## config.mk

```make
export PLATFORM = sky130hd
export DESIGN_NAME = kcpsmx_ieu
export DESIGN_NICKNAME = d
export VERILOG_FILES = /design/src/rtl/kcpsmx_ieu.sv
export SDC_FILE = /design/constraint.sdc
export NUM_CORES = 1
export LEC_CHECK = 0
export CORE_MARGIN = 3
export CORE_UTILIZATION = 45
export DETAILED_ROUTE_END_ITERATION = 16
export GPL_ROUTABILITY_DRIVEN = 0
export MAX_ROUTING_LAYER = met4
export PLACE_DENSITY_LB_ADDON = 0.05
export SYNTH_ARGS = -nofsm -noshare
export SYNTH_HDL_FRONTEND = slang
export SYNTH_SLANG_ARGS = --single-unit
```

## constraint.sdc

```tcl
create_clock -name clk_i -period 7.3 [get_ports clk_i]
set_input_delay 2.19 -clock clk_i [delete_from_list [all_inputs] [get_ports clk_i]]
set_output_delay 2.19 -clock clk_i [all_outputs]
set_load 0.02 [all_outputs]
```

## src/rtl/kcpsmx_ieu.sv

```systemverilog
// kcpsmx_ieu: instruction encode/load unit.
// Packs decoded instruction field bundles into 18-bit instruction words and
// writes them sequentially into code memory through a registered write port.
// Optional build macro: KCPSMX_IEU_CHECKSUM_EN adds an XOR checksum output
// covering every word written during a session.
module kcpsmx_ieu #(
    parameter int CODE_DEPTH  = 10,
    parameter int INSTR_WIDTH = 18,
    parameter int FIELD_WIDTH = 3
) (
    input  logic                   clk_i,
    input  logic                   reset_i,
    input  logic                   start_i,
    input  logic                   abort_i,
    input  logic [CODE_DEPTH-1:0]  base_addr_i,
    input  logic [CODE_DEPTH:0]    length_i,
    input  logic                   in_valid_i,
    output logic                   in_ready_o,
    input  logic [FIELD_WIDTH-1:0] in_format_i,
    input  logic [4:0]             in_operation_i,
    input  logic                   in_sel_i,
    input  logic [3:0]             in_x_i,
    input  logic [3:0]             in_y_i,
    input  logic [7:0]             in_constant_i,
    input  logic                   in_shift_dir_i,
    input  logic                   in_shift_const_i,
    input  logic [1:0]             in_shift_op_i,
    input  logic [1:0]             in_flags_i,
    input  logic [CODE_DEPTH-1:0]  in_code_addr_i,
    input  logic [5:0]             in_scratch_i,
    input  logic                   in_int_en_i,
    output logic                   code_we_o,
    output logic [CODE_DEPTH-1:0]  code_addr_o,
    output logic [INSTR_WIDTH-1:0] code_data_o,
    output logic                   busy_o,
    output logic                   done_o,
`ifdef KCPSMX_IEU_CHECKSUM_EN
    output logic [INSTR_WIDTH-1:0] checksum_o,
`endif
    output logic                   format_error_o
);

    localparam logic [FIELD_WIDTH-1:0] FMT_REG_REG   = 3'd0;
    localparam logic [FIELD_WIDTH-1:0] FMT_REG_CONST = 3'd1;
    localparam logic [FIELD_WIDTH-1:0] FMT_SHIFT     = 3'd2;
    localparam logic [FIELD_WIDTH-1:0] FMT_JUMP      = 3'd3;
    localparam logic [FIELD_WIDTH-1:0] FMT_PORT      = 3'd4;
    localparam logic [FIELD_WIDTH-1:0] FMT_SCRATCH   = 3'd5;
    localparam logic [FIELD_WIDTH-1:0] FMT_INTERRUPT = 3'd6;
    localparam logic [FIELD_WIDTH-1:0] FMT_RESERVED  = 3'd7;

    typedef enum logic [1:0] {
        S_IDLE = 2'd0,
        S_LOAD = 2'd1,
        S_DONE = 2'd2
    } state_t;

    state_t                   state_q, state_d;
    logic [CODE_DEPTH:0]      count_q;
    logic [CODE_DEPTH:0]      len_q;
    logic [CODE_DEPTH-1:0]    base_q;
    logic                     code_we_q;
    logic [CODE_DEPTH-1:0]    code_addr_q;
    logic [INSTR_WIDTH-1:0]   code_data_q;
    logic                     format_error_q;
    logic [INSTR_WIDTH-1:0]   enc_w;
    logic                     in_ready_w;
    logic                     accept_w;
    logic                     session_start_w;
`ifdef KCPSMX_IEU_CHECKSUM_EN
    logic [INSTR_WIDTH-1:0]   checksum_q;
`endif

    // Abort wins over a simultaneous handshake: the bundle is dropped.
    assign accept_w        = in_valid_i && in_ready_w && !abort_i;
    assign session_start_w = (state_q == S_IDLE) && start_i && !abort_i;

    // Field packing: opcode and selector are common, unlisted bits stay 0.
    always_comb begin
        enc_w        = '0;
        enc_w[17:13] = in_operation_i;
        enc_w[12]    = in_sel_i;
        case (in_format_i)
            FMT_REG_REG: begin
                enc_w[11:8] = in_x_i;
                enc_w[7:4]  = in_y_i;
            end
            FMT_REG_CONST, FMT_PORT: begin
                enc_w[11:8] = in_x_i;
                enc_w[7:0]  = in_constant_i;
            end
            FMT_SHIFT: begin
                enc_w[11:8] = in_x_i;
                enc_w[3]    = in_shift_dir_i;
                enc_w[2:1]  = in_shift_op_i;
                enc_w[0]    = in_shift_const_i;
            end
            FMT_JUMP: begin
                enc_w[11:10]           = in_flags_i;
                enc_w[CODE_DEPTH-1:0]  = in_code_addr_i;
            end
            FMT_SCRATCH: begin
                enc_w[11:8] = in_x_i;
                enc_w[5:0]  = in_scratch_i;
            end
            FMT_INTERRUPT: begin
                enc_w[0] = in_int_en_i;
            end
            default: begin
                enc_w = enc_w;
            end
        endcase
    end

    // FSM state register.
    always_ff @(posedge clk_i or posedge reset_i) begin
        if (reset_i) begin
            state_q <= S_IDLE;
        end else begin
            state_q <= state_d;
        end
    end

    // Next-state logic; LOAD exits one cycle after the last accept so DONE
    // follows the final write strobe.
    always_comb begin
        state_d = state_q;
        if (abort_i) begin
            state_d = S_IDLE;
        end else begin
            case (state_q)
                S_IDLE: begin
                    if (start_i) begin
                        state_d = (length_i == '0) ? S_DONE : S_LOAD;
                    end
                end
                S_LOAD: begin
                    if (count_q == len_q) begin
                        state_d = S_DONE;
                    end
                end
                S_DONE:  state_d = S_IDLE;
                default: state_d = S_IDLE;
            endcase
        end
    end

    // FSM outputs decoded from the current state.
    always_comb begin
        busy_o     = (state_q == S_LOAD);
        done_o     = (state_q == S_DONE);
        in_ready_w = (state_q == S_LOAD) && (count_q < len_q);
    end

    // Session registers and the registered code memory write port.
    always_ff @(posedge clk_i or posedge reset_i) begin
        if (reset_i) begin
            count_q        <= '0;
            len_q          <= '0;
            base_q         <= '0;
            code_we_q      <= 1'b0;
            code_addr_q    <= '0;
            code_data_q    <= '0;
            format_error_q <= 1'b0;
`ifdef KCPSMX_IEU_CHECKSUM_EN
            checksum_q     <= '0;
`endif
        end else begin
            code_we_q <= 1'b0;
            if (session_start_w) begin
`ifdef KCPSMX_IEU_CHECKSUM_EN
                checksum_q <= '0;
`endif
                if (length_i != '0) begin
                    base_q         <= base_addr_i;
                    len_q          <= length_i;
                    count_q        <= '0;
                    format_error_q <= 1'b0;
                end
            end
            if (accept_w) begin
                if (in_format_i == FMT_RESERVED) begin
                    format_error_q <= 1'b1;
                end else begin
                    code_we_q   <= 1'b1;
                    code_addr_q <= base_q + count_q[CODE_DEPTH-1:0];
                    code_data_q <= enc_w;
                    count_q     <= count_q + 1'b1;
`ifdef KCPSMX_IEU_CHECKSUM_EN
                    checksum_q  <= checksum_q ^ enc_w;
`endif
                end
            end
        end
    end

    assign in_ready_o     = in_ready_w;
    assign code_we_o      = code_we_q;
    assign code_addr_o    = code_addr_q;
    assign code_data_o    = code_data_q;
    assign format_error_o = format_error_q;
`ifdef KCPSMX_IEU_CHECKSUM_EN
    assign checksum_o     = checksum_q;
`endif

endmodule
```

==> out/results.ini <==
[worst_setup_path]
end_kind=output pin
critPathRequiredTime_ns=5.11
crit_chain=ha_1, nor2b_1, o21a_1, o211ai_1, nand2_1, a21oi_1, clkdlybuf4s50_1
r2r_cells=6
criticalPathCategory=register to output pin
cp.arrival_ns=2.96
cp_slowest_cell=o211ai_1
critPathLaunch=count_q[1]$_DFF_PP0_
reg2reg_from=count_q[4]$_DFF_PP0_
critPathMaxStageDelay_ns=0.64
worst_setup_path_start_kind=register
critPathMaxFanout=11
cp.depth=7
cpLargestDelayFamily=compound AO/OA/AOI/OAI gates
worst-path-buf-inv=1

[synthesis]
yosysSeqAreaShare_pct=40.9
synthCells=392
synth_warnings=0
syn_nets=488
synth_edf_count=0
syn_area_um2=3920
yosys.area.top_type=dfrtp_1
yosysUniqueCellTypes=49
avgSynthCellArea_um2=10.0
synthTopCellsByArea=dfrtp_1 41%, mux2_4 10%, ha_1 6.7%
synthArstFlopShare_pct=100
synth_seq_cells=64
ys_dominant_reg_cell=dfrtp_1
synth_top_area_share_pct=40.9

[pwr]
p_leak_nw=2.50
power.density_nw_per_um2=268
ir_drop_mv=0.126

[place]
dpl.hpwl_mm=6.84
post-place-ws_ns=2.22
port_buffers=106

[final_layout]
antennaDiodeCount=0
multi_input_area_um2=2130
seq_area_um2=1600
final_common_cell=clkdlybuf4s50_1
fillers=747
final_nets=586
drive_gt1_share_pct=10.9
area_growth_pct=32.8
final_cell_mix=106 x clkdlybuf4s50_1, 70 x nand2_1, 64 x dfrtp_1

[sta]
drv_slew=0
period_share_pct=70.6
finalWorstSetupSlack_ns=2.15
fin_crit_ns=5.15
rsz0062_at_grt=false
worstMarginPinSlew_ns=1.05
hold_viol=0
fmax_ghz=0.194
setup_viol=0
setup-tns-final_ns=0
skew_ns=0.0159
max-slew-margin-rel_pct=29.6

[routing]
drc_errors=0
viasPerCell=5.38
num_vias=3226
avgRoutedWirePerCell_um=15.4
wl_mm=9.26
firstDrtPassIters=4
detail-route-antenna-nets=0
drtIter0Drc=156

[clocking]
cts_resized=0
clk_pin_slew_ns=0.07
h-tree-depth=3
cts_tree=built
post_cts_buffers=0
cts-root-buf=clkbuf_8
clk_latency_ns=0.34
cts_buffers=9
cts.sinks=64
clockBufferDepth=2
cts_hold_buf=0

[run_status]
status=completed

[global_routing]
grt_overflow=0
grt_max_degree=65
grt_use_met3_pct=4.28
antenna_found_initial=0
gr-usage-all-layers_pct=20.0
use_met1_pct=25.8
grt_pass1_wl_mm=15.3
grt_use_met2_pct=31.6
grt_pass1_vias=3163
top_usage_layer=met2

[floorplanning]
start_util_pct=47.0
pin_count=107
die_y_um=99.3
placementRows=33
core_area_um2=8340
dieArea_um2=9870
floorplan.die.width_um=99.3

[min_path]
hold_start=base_q[6]$_DFFE_PP0P_
whs_path_depth=2
holdCritPathClass=register to register

[flow_run]
drv_cap=0

## Yosys cell counts, types with 2 or more instances
| cell | count |
|---|---|
| o21bai_1 | 2 |
| o21a_1 | 2 |
| ha_1 | 21 |
| inv_1 | 22 |
| mux2_4 | 26 |
| buf_6 | 3 |
| o22ai_1 | 9 |
| nand2b_1 | 3 |
| nor2_1 | 11 |
| buf_2 | 10 |
| a21oi_1 | 9 |
| nand2_1 | 70 |
| nor4_1 | 8 |
| dfrtp_1 | 64 |
| xor2_1 | 2 |
| a2111oi_0 | 2 |
| and3_1 | 5 |
| nor3_1 | 7 |
| nand4_1 | 10 |
| a21o_1 | 4 |
| a22oi_1 | 3 |
| o21ai_0 | 20 |
| nand3_1 | 8 |
| nor3b_1 | 2 |
| nor2b_1 | 3 |
| o211ai_1 | 3 |
| mux2i_1 | 20 |
| a211oi_1 | 2 |
| xnor2_1 | 6 |
| a2bb2oi_1 | 4 |
| o21ai_1 | 2 |
| clkbuf_1 | 7 |
| mux2_2 | 6 |
## cell type report
cell class                 instances  share of cell area (%)
tap                              105                    2.52
multi-input combinational        286                    40.8
sequential                        64                    30.8
inverter                          22                    1.59
timing repair buffer             107                    20.5
clock inverter                     5                    1.08
clock buffer                      11                    2.72
## logic make-up (layout without fill, tap and decap cells)
kind of cell / Yosys count / in the layout / share of synthesized area (%)
muxes: 52 / 52 / 16.8
xor gates and xnor gates: 8 / 8 / 1.79
buffers and inverters: 42 / 145 / 4.92
AOI/OAI and AO/OA: 69 / 69 / 11.7
and+or+nand+nor: 135 / 135 / 16.7
adders and majority gates: 22 / 22 / 7.21
DFF: 64 / 64 / 40.9
## sequential cells by signal, summed over array words and instances (netlist names)
register and count:
state_q 2, format_error_o 1, code_data_o 18, len_q 11
code_we_o 1, base_q 10, count_q 11, code_addr_o 10
## metal layers
metal / share of wire, % / vias to the layer above
met5: 0 / -
met2: 47 / 96
met1: 45 / 1517
li1: - / 1598
met3: 6.3 / 15
met4: 1.5 / 0
## final timing paths
path,to,slack [ns]
max in group asynchronous,len_q[3]$_DFFE_PP0P_,4.36
min in group asynchronous,code_data_o[12]$_DFFE_PP0P_,2.39
min reg2reg,base_q[6]$_DFFE_PP0P_,0.49
max reg2reg,code_data_o[17]$_DFFE_PP0P_,4.31
min,base_q[6]$_DFFE_PP0P_,0.49
max,in_ready_o,2.15
## power breakdown
group	switching (mW)	leakage (nW)	internal [mW]
clock network	0.141	0.0993	0.167
logic	0.259	1.58	0.312
registers	0.0621	0.817	0.457
## stage by stage
stage | utilization, % | hold slack, ns | cells | instance area [um^2] | total power, mW
after global routing | 62.4 | 0.508 | 600 | 5210 | 1.49
final | 62.4 | 0.486 | 600 | 5210 | 1.40
after global placement | 60.1 | 0.466 | 584 | 5010 | 1.09
after detailed placement | 60.1 | 0.472 | 584 | 5010 | 1.10
after CTS | 62.4 | 0.491 | 600 | 5210 | 1.41
after floorplan | - | 0.438 | 392 | 3920 | 0.856
## tightest hold or removal path, stage by stage, from the launching register on
cell	delay, ns
dfrtp_1	0.35
nand2_1	0.05
nand2_1	0.06
Power figures use the tool's default switching activity.
